--- src/rtl/vga_frame_updater.sv ---
// vga_frame_updater: write master for the VGA sprite renderer.
// It loads both sprite bitmaps after reset. After that it rewrites the spaceship and
// planet positions once per vertical blank. Each register write is a three-cycle
// SETUP/STROBE/HOLD slot on the wren/addr/ldr port. The output port is registered,
// so it shows the slot decoded from the sequencer state one cycle earlier.
module vga_frame_updater #(
    parameter logic [255:0] SHIP_BITMAP   = 256'h0,
    parameter logic [255:0] PLANET_BITMAP = 256'h0,
    parameter int           SHIP_STEP     = 4,
    parameter int           PLANET_STEP   = 1,
    parameter int           SHIP_X0       = 312,
    parameter int           SHIP_Y0       = 232,
    parameter int           PLANET_X0     = 0,
    parameter int           PLANET_Y0     = 64
) (
    input  logic        clk_50Mhz,
    input  logic        rst_n,
    input  logic        move_valid,
    input  logic [1:0]  move_dir,
    input  logic        IRQ_Vsync,
    output logic        wren,
    output logic [5:0]  addr,
    output logic [15:0] ldr,
    output logic        busy,
    output logic [7:0]  frame_cnt
);

    typedef enum logic [1:0] {INIT, POSW, WAIT, CALC} state_t;
    typedef enum logic [1:0] {SETUP, STROBE, HOLD} phase_t;

    localparam logic signed [10:0] STEP_S  = 11'(SHIP_STEP);
    localparam logic signed [10:0] X_MAX   = 11'sd624;
    localparam logic signed [10:0] Y_MAX   = 11'sd464;
    localparam logic [10:0]        P_LIMIT = 11'd624;
    localparam logic [10:0]        P_SPAN  = 11'd625;
    localparam logic [10:0]        P_STEP  = 11'(PLANET_STEP);

    state_t             state, state_next;
    phase_t             phase;
    logic [4:0]         slot;
    logic               irq_s1, irq_s2, irq_s3, irq_rise;
    logic [3:0]         pend;
    logic signed [10:0] ship_x, ship_y;
    logic signed [10:0] ship_dx, ship_dy, sum_x, sum_y;
    logic signed [10:0] ship_x_calc, ship_y_calc;
    logic [9:0]         planet_x, planet_y, planet_x_calc;
    logic [10:0]        planet_sum;
    logic               wren_d, busy_d;
    logic [5:0]         addr_d;
    logic [15:0]        ldr_d;

    assign irq_rise = irq_s2 & ~irq_s3;

    // Bring the asynchronous vblank flag into the clock domain and keep one extra stage for edge detection
    always_ff @(posedge clk_50Mhz) begin
        if (!rst_n) begin
            irq_s1 <= 1'b0;
            irq_s2 <= 1'b0;
            irq_s3 <= 1'b0;
        end else begin
            irq_s1 <= IRQ_Vsync;
            irq_s2 <= irq_s1;
            irq_s3 <= irq_s2;
        end
    end

    // Sequencer state, slot counters, positions, pending move flags and frame counter
    always_ff @(posedge clk_50Mhz) begin
        if (!rst_n) begin
            state     <= INIT;
            phase     <= SETUP;
            slot      <= '0;
            ship_x    <= 11'(SHIP_X0);
            ship_y    <= 11'(SHIP_Y0);
            planet_x  <= 10'(PLANET_X0);
            planet_y  <= 10'(PLANET_Y0);
            pend      <= '0;
            frame_cnt <= '0;
        end else begin
            state <= state_next;
            if (state_next != state) begin
                phase <= SETUP;
                slot  <= '0;
            end else if (state == INIT || state == POSW) begin
                case (phase)
                    SETUP:   phase <= STROBE;
                    STROBE:  phase <= HOLD;
                    default: begin
                        phase <= SETUP;
                        slot  <= slot + 5'd1;
                    end
                endcase
            end
            if (state == CALC) begin
                ship_x   <= ship_x_calc;
                ship_y   <= ship_y_calc;
                planet_x <= planet_x_calc;
                pend     <= move_valid ? (4'b0001 << move_dir) : 4'b0000;
            end else if (move_valid) begin
                pend[move_dir] <= 1'b1;
            end
            if (state == POSW && phase == HOLD && slot == 5'd3) begin
                frame_cnt <= frame_cnt + 8'd1;
            end
        end
    end

    // Next-state decode: bitmap load, position writes, vblank wait, one-cycle position update
    always_comb begin
        state_next = state;
        case (state)
            INIT:    if (phase == HOLD && slot == 5'd31) state_next = POSW;
            POSW:    if (phase == HOLD && slot == 5'd3)  state_next = WAIT;
            WAIT:    if (irq_rise)                       state_next = CALC;
            default: state_next = POSW;
        endcase
    end

    // New positions from the pending flags: opposing moves cancel, ship clamps, planet wraps
    always_comb begin
        ship_dx = '0;
        ship_dy = '0;
        if (pend[2] && !pend[3]) begin
            ship_dx = -STEP_S;
        end else if (pend[3] && !pend[2]) begin
            ship_dx = STEP_S;
        end
        if (pend[0] && !pend[1]) begin
            ship_dy = -STEP_S;
        end else if (pend[1] && !pend[0]) begin
            ship_dy = STEP_S;
        end
        sum_x = ship_x + ship_dx;
        sum_y = ship_y + ship_dy;
        ship_x_calc = sum_x;
        if (sum_x < 11'sd0) begin
            ship_x_calc = '0;
        end else if (sum_x > X_MAX) begin
            ship_x_calc = X_MAX;
        end
        ship_y_calc = sum_y;
        if (sum_y < 11'sd0) begin
            ship_y_calc = '0;
        end else if (sum_y > Y_MAX) begin
            ship_y_calc = Y_MAX;
        end
        planet_sum    = {1'b0, planet_x} + P_STEP;
        planet_x_calc = (planet_sum > P_LIMIT) ? 10'(planet_sum - P_SPAN) : planet_sum[9:0];
    end

    // Output decode for the current slot; outside a sequence the port holds its last values
    always_comb begin
        wren_d = 1'b0;
        addr_d = addr;
        ldr_d  = ldr;
        busy_d = (state != WAIT);
        case (state)
            INIT: begin
                wren_d = (phase == STROBE);
                addr_d = {1'b0, slot};
                ldr_d  = slot[4] ? PLANET_BITMAP[{slot[3:0], 4'b0000} +: 16]
                                 : SHIP_BITMAP[{slot[3:0], 4'b0000} +: 16];
            end
            POSW: begin
                wren_d = (phase == STROBE);
                addr_d = 6'h20 | {4'b0000, slot[1:0]};
                case (slot[1:0])
                    2'd0:    ldr_d = {6'b0, ship_x[9:0]};
                    2'd1:    ldr_d = {6'b0, ship_y[9:0]};
                    2'd2:    ldr_d = {6'b0, planet_x};
                    default: ldr_d = {6'b0, planet_y};
                endcase
            end
            default: ;
        endcase
    end

    // Register the renderer port so reset forces it low on the very next cycle
    always_ff @(posedge clk_50Mhz) begin
        if (!rst_n) begin
            wren <= 1'b0;
            addr <= '0;
            ldr  <= '0;
            busy <= 1'b0;
        end else begin
            wren <= wren_d;
            addr <= addr_d;
            ldr  <= ldr_d;
            busy <= busy_d;
        end
    end

endmodule

--- config.mk ---
export PLATFORM = sky130hd
export DESIGN_NAME = vga_frame_updater
export DESIGN_NICKNAME = d
export VERILOG_FILES = /design/src/rtl/vga_frame_updater.sv
export SDC_FILE = /design/constraint.sdc
export NUM_CORES = 1
export LEC_CHECK = 0
export ABC_AREA = 1
export CAP_MARGIN = 20
export CELL_PAD_IN_SITES_DETAIL_PLACEMENT = 0
export CELL_PAD_IN_SITES_GLOBAL_PLACEMENT = 1
export CORE_ASPECT_RATIO = 0.6
export CORE_MARGIN = 2
export CORE_UTILIZATION = 41
export DETAILED_ROUTE_END_ITERATION = 8
export MAX_ROUTING_LAYER = met4
export PLACE_DENSITY = 0.78
export SETUP_SLACK_MARGIN = 0.02
export SLEW_MARGIN = 20
export SYNTH_ARGS = -nofsm -noshare
export SYNTH_HDL_FRONTEND = slang
export SYNTH_SLANG_ARGS = --single-unit
--- constraint.sdc ---
create_clock -name clk_50Mhz -period 2.8 [get_ports clk_50Mhz]
set_input_delay 0.7 -clock clk_50Mhz [delete_from_list [all_inputs] [get_ports clk_50Mhz]]
set_output_delay 0.7 -clock clk_50Mhz [all_outputs]
set_load 0.01 [all_outputs]
**Word-level counts from Yosys, hierarchy flattened**

Index checks and enable logic that the tools add are counted.

- Logic and storage cells: 92
- Register bits: 80
- Input bits: 6

- Muxes and demuxes: 22
- Eq/ne operators: 11
- Add/sub/neg operators: 6
- Shift operators: 2
- Order comparisons: 7
- Bitwise gates (word level): 5
- Reduce and logical (&&, ||, !) cells: 24

Operators with widths:

| cell | number |
|---|---|
| 256-bit by 9-bit indexed part select with 16-bit output, first input constant | 1 |
| 11-bit two-way mux | 6 |
| 16-bit case mux with 2 select lines | 1 |
| 10-bit case mux with 3 select lines | 1 |
| 11-bit adder | 2 |
| 11-bit by 10-bit > comparator with 1-bit output, second input constant | 2 |
| 11-bit by 1-bit less-than comparator with 1-bit output, second input constant | 2 |
| 4-bit two-way mux | 3 |
| 6-bit case mux with 2 select lines | 1 |
| 10-bit by 1-bit adder with 11-bit output, second input constant | 1 |
| 11-bit > comparator, second input constant | 1 |
| 10-bit two-way mux | 1 |
| 10-bit subtractor, second input constant | 1 |
| 1-bit logical AND | 9 |
| 8-bit by 1-bit adder with 8-bit output, second input constant | 1 |
| 2-bit equality test, second input constant | 4 |
| 2-bit by 1-bit equality test with 1-bit output, second input constant | 3 |
| 2-bit zero test | 3 |
| 2-bit two-way mux | 3 |
| 3-bit two-way mux | 2 |
| 2-bit case mux with 3 select lines | 1 |
| 2-bit OR reduction | 3 |
| 5-bit by 1-bit adder with 5-bit output, second input constant | 1 |
| 5-bit by 2-bit equality test with 1-bit output, second input constant | 1 |
| 16 further kinds | 23 |

**Longest topological paths before layout**

- Word-level depth: 8
- Depth in mapped cells: 20
- Mapped depth without buffers: 19

**Least setup slack after synthesis**

Ideal clock, no wire load.

- Path type: register to register
- Start: register pend[3]
- End: register ship_x[6]
- Period minus slack after synthesis: 2.152 ns
- Library setup time: 0.067 ns
- Stages on the path, launching flop included: 20
- Slack: 0.648 ns
- Data arrival time: 2.085 ns
- Cells stage by stage: dfxtp_1 -> inv_1 -> ha_1 -> buf_6 -> xnor2_1 -> inv_1 -> ha_1 -> inv_1 -> nand2_1 -> nand3_1 -> nand2_1 -> nand2_1 -> nand3_1 -> nand2_1 -> inv_1 -> nor2_4 -> nand2_2 -> nand2_1 -> nand2_1 -> a21oi_2

- Longest elaborated chain between the ends: 7

Ends and longest elaborated chain:

| what | line | text |
|---|---|---|
| start, declared | 42 | `logic [3:0] pend;` |
| start signal, assigned | 98 | `pend <= move_valid ? (4'b0001 << move_dir) : 4'b0000;` |
| 1-bit logical AND / 1-bit zero test (equally long branches) | 125, 123 |  |
| 3-bit two-way mux / 1-bit logical AND (equally long branches) | 125, 123 |  |
| 11-bit two-way mux (*) | 123 | `if (pend[2] && !pend[3]) begin` |
| 11-bit adder (*) | 133 | `sum_x = ship_x + ship_dx;` |
| 11-bit > comparator | 138 | `end else if (sum_x > X_MAX) begin` |
| 11-bit two-way mux | 138 |  |
| 11-bit two-way mux (*) | 136 | `if (sum_x < 11'sd0) begin` |
| end signal, assigned | 73 | `ship_x <= 11'(SHIP_X0);` |
| end signal, assigned | 95 | `ship_x <= ship_x_calc;` |
| end, declared | 43 | `logic signed [10:0] ship_x, ship_y;` |

Mark *: on every way between the ends. The rest lies on a longest branch, timed or not.
A chain may end at the register's enable or synchronous reset.

**Worst setup path after layout**

- Start: register pend[1]
- End: register ship_y[2]

- Longest elaborated chain between the ends: 7

Ends and longest elaborated chain:

| what | line | text |
|---|---|---|
| 1-bit logical AND / 1-bit zero test (equally long branches) | 130, 128 |  |
| 3-bit two-way mux / 1-bit logical AND (equally long branches) | 130, 128 |  |
| 11-bit two-way mux (*) | 128 | `if (pend[0] && !pend[1]) begin` |
| 11-bit adder (*) | 134 | `sum_y = ship_y + ship_dy;` |
| 11-bit by 10-bit > comparator with 1-bit output | 144 | `end else if (sum_y > Y_MAX) begin` |
| 11-bit two-way mux | 144 |  |
| 11-bit two-way mux (*) | 142 | `if (sum_y < 11'sd0) begin` |
| end signal, assigned | 74 | `ship_y <= 11'(SHIP_Y0);` |
| end signal, assigned | 96 | `ship_y <= ship_y_calc;` |
| end, declared | 43 |  |

Marks and branches as above.

==> flow_metrics.env <==
export IMPL_grt_overflow_total=0
export IMPL_preCtsSetupSlack_ns=0.230
export IMPL_antennaDiodeCount=0
export IMPL_nets=736
export IMPL_number_of_antenna_violations_at_the_first_check_in_global_routing=0
export IMPL_slew_limit_headroom=0.589
export IMPL_setup_worst_path_start="pend[1]"
export IMPL_yosysSeqAreaShare=0.315
export IMPL_cp_buffers_inverters=3
export IMPL_area_growth_pct=17.8
export IMPL_critical_path_arrival_ns=2.72
export IMPL_reg_to_reg_endpoint="ship_y[2]"
export IMPL_cts_buffers=9
export IMPL_route_detailed_vias_per_inst=4.92
export IMPL_tritoncts="yes"
export IMPL_placement_io_buffers=31
export IMPL_synthTopCellsByArea="sky130_fd_sc_hd__dfxtp_1 (31%), sky130_fd_sc_hd__nand2_1 (18%), sky130_fd_sc_hd__inv_1 (8.2%)"
export IMPL_timing_final_crit_period_ns=2.46
export IMPL_chipHeight_um=83.6
export IMPL_numPlacedInstances=837
export IMPL_crit_fanout=4
export IMPL_setup_worst_path_start_class="register"
export IMPL_grt_setup_unrepaired="no"
export IMPL_worstSetupEndpoint="ship_y[2]"
export IMPL_clock_tree_root_cell="sky130_fd_sc_hd__clkbuf_16"
export IMPL_stdcell_count=853
export IMPL_clock_sinks=68
export IMPL_final_hold_viol_count=0
export IMPL_detailed_place_hpwl_mm=8.74
export IMPL_syn_mean_instance_area_um2=6.36
export IMPL_worst_path_most_repeated_cell="sky130_fd_sc_hd__nand2_1"
export IMPL_std_cell_rows=28
export IMPL_worst_ep_required_time_ns=3.06
export IMPL_slew_violations=0
export IMPL_synth_yosys_warnings=0
export IMPL_clock_insertion_delay_worst_skew_ns=0.33
export IMPL_detailroute_via_count=4199
export IMPL_reg_to_reg_setup_timing_slack_ns=0.34
export IMPL_timing_critical_path_to_type="register"
export IMPL_worstMarginPinSlew_ns=0.614
export IMPL_cts_max_path_buffers=2
export IMPL_grt_pass1_wl_mm=19.4
export IMPL_cts_htree_levels=3
export IMPL_ioPinCount=38
export IMPL_finClkSkew_ns=0.00687
export IMPL_drcViolationCount=0
export IMPL_postLayoutCoreUtil=0.507
export IMPL_outcome="finished, final reports clean"
export IMPL_finalWorstSetupSlack_ns=0.337
export IMPL_ctsResizeCount=0
export IMPL_gr_usage_all_layers=0.217
export IMPL_post_cts_buffers=0
export IMPL_setup_worst_path_class="register to register"
export IMPL_post_synth_top_area_cell="sky130_fd_sc_hd__dfxtp_1"
export IMPL_place_congestion=0.979
export IMPL_mappedNetlistArea_um2=4330
export IMPL_crit_chain="inv_1, ha_1, inv_1, ha_1, ha_1, inv_1, nand2_1, nand3_1, nand2_1, nand4_1, nand2_1, nand2_1, nand2_1, nand2_1, nor2_1, nand2_1, a21oi_1"
export IMPL_slowest_cp_cell="sky130_fd_sc_hd__dfxtp_1"
export IMPL_maxClockFrequency_ghz=0.406
export IMPL_wirelength_mm=11.3
export IMPL_maximum_number_of_pins_on_one_net_before_global_route_repair=45
export IMPL_ant_nets=0
export IMPL_p_total_w=0.00244
export IMPL_synth_lib_cells_used_distinct=38
export IMPL_drtIter0Drc=317
export IMPL_power_leakage_nw=2.29
export IMPL_chipWidth_um=137
export IMPL_critical_path_cell_count=17
export IMPL_report_final_setup_viol=0
export IMPL_floorplan_initialDensity=0.430
export IMPL_worst_hold_path_type="register to register"
export IMPL_setup_tns_final_ns=0
export IMPL_design_core_area_um2=10100
export IMPL_vdd_ir_drop_max_mv=0.315
export IMPL_critPathTopFamily="simple AND/OR/NAND/NOR gates"
export IMPL_dieArea_um2=11400
export IMPL_ff2ff_path_depth=17
export IMPL_final_min_period_over_clock_period=0.880
export IMPL_via_count_of_the_first_global_routing_pass=3886
export IMPL_mostFrequentLayoutCells="sky130_fd_sc_hd__nand2_1 (208), sky130_fd_sc_hd__inv_1 (94), sky130_fd_sc_hd__dfxtp_1 (68)"
export IMPL_slowest_stage_delay_on_critical_path_ns=0.33
export IMPL_power_density_nw_per_um2=478
export IMPL_maxCapViolations=0
export IMPL_critical_path_reg2reg_startpoint="pend[1]"
export IMPL_avgRoutedWirePerCell_um=13.3
export IMPL_postCtsHoldBufs=0
export IMPL_worst_setup_hold_path_clk_slew_ns=0.06
export IMPL_synthesis_instances=680
export IMPL_synth_top_area_share=0.315
export IMPL_layout_cells_most_common="sky130_fd_sc_hd__nand2_1"
export IMPL_first_pass_iters=5
export IMPL_share_of_post_route_cells_with_drive_strength_above_1=0.0710
export IMPL_postSynthRegisterBits=68
[Yosys cell counts, drive strengths merged]
| cell | number |
|---|---|
| o21ai | 36 |
| nand2 | 213 |
| o211ai | 1 |
| a21oi | 52 |
| nor2 | 64 |
| o21bai | 3 |
| conb | 1 |
| nand4 | 9 |
| inv | 97 |
| xnor2 | 8 |
| nand3 | 53 |
| nor3b | 2 |
| o31ai | 3 |
| buf | 9 |
| ha | 17 |
| clkinv | 2 |
| or2 | 2 |
| a31oi | 2 |
| nor3 | 9 |
| clkbuf | 13 |
| dfxtp | 68 |
| xor2 | 15 |
| nor4 | 1 |
[worst register-to-register path: cells and delay by family, from the launching register on]
family | cells | cell delay [ns]
simple gates | 10 | 1.08
fa+ha+maj | 3 | 0.70
flops | 1 | 0.33
buf+inv | 3 | 0.17
compound gates | 1 | 0.11
[stage by stage]
step,instance area (um2),hold WS (ns)
floorplan,4350,0.390
global placement,4770,0.411
detailed placement,4770,0.409
CTS,5090,0.419
global route,5100,0.433
finish,5100,0.418
[area by class of cell]
cell class	count	area (um2)
Sequential cell	68	1360
Multi-Input combinational cell	496	2500
Clock inverter	7	100
Tap cell	135	169
Clock buffer	9	225
Inverter	99	372
Fill cell	1032	4960
Timing Repair Buffer	39	370
[sequential cells by signal, indices dropped and copies added, names as in the netlist]
register / flops
wren: 1
ldr: 10
frame_cnt: 8
irq_s1: 1
irq_s3: 1
state: 2
pend: 4
busy: 1
phase: 2
slot: 5
ship_x: 8
addr: 6
irq_s2: 1
planet_x: 10
ship_y: 8
[kinds of logic after synthesis]
group | Yosys count | synth area share
simple gates | 353 | 0.348
buf+inv | 121 | 0.113
compound gates | 97 | 0.121
flops | 68 | 0.315
xor+xnor | 23 | 0.0535
fa+ha+maj | 17 | 0.0492
other cells | 1 | 0.000867
[power breakdown]
| part | internal (W) | switching, W |
|---|---|---|
| combinational | 0.0000751 | 0.000149 |
| sequential | 0.000979 | 0.00000794 |
| clock | 0.000785 | 0.000439 |
[how the worst min path moves through the flow]
stage,startpoint,to,slack [ns],cells after the start
finish,irq_s1,irq_s2,0.42,2
global placement,irq_s1,irq_s2,0.41,2
detailed placement,irq_s1,irq_s2,0.41,2
CTS,irq_s1,irq_s2,0.42,2
global route,irq_s1,irq_s2,0.43,2
floorplan,irq_s1,irq_s2,0.39,2
[routing by layer]
| metal | GRT usage | part of all wire | up-vias |
|---|---|---|---|
| met5 | - | 0 | - |
| met4 | 0.0549 | 0.011 | 0 |
| met3 | 0.0443 | 0.046 | 13 |
| met2 | 0.283 | 0.38 | 101 |
| met1 | 0.333 | 0.56 | 1873 |
| li1 | - | - | 2212 |
Power figures use the tool's default switching activity.
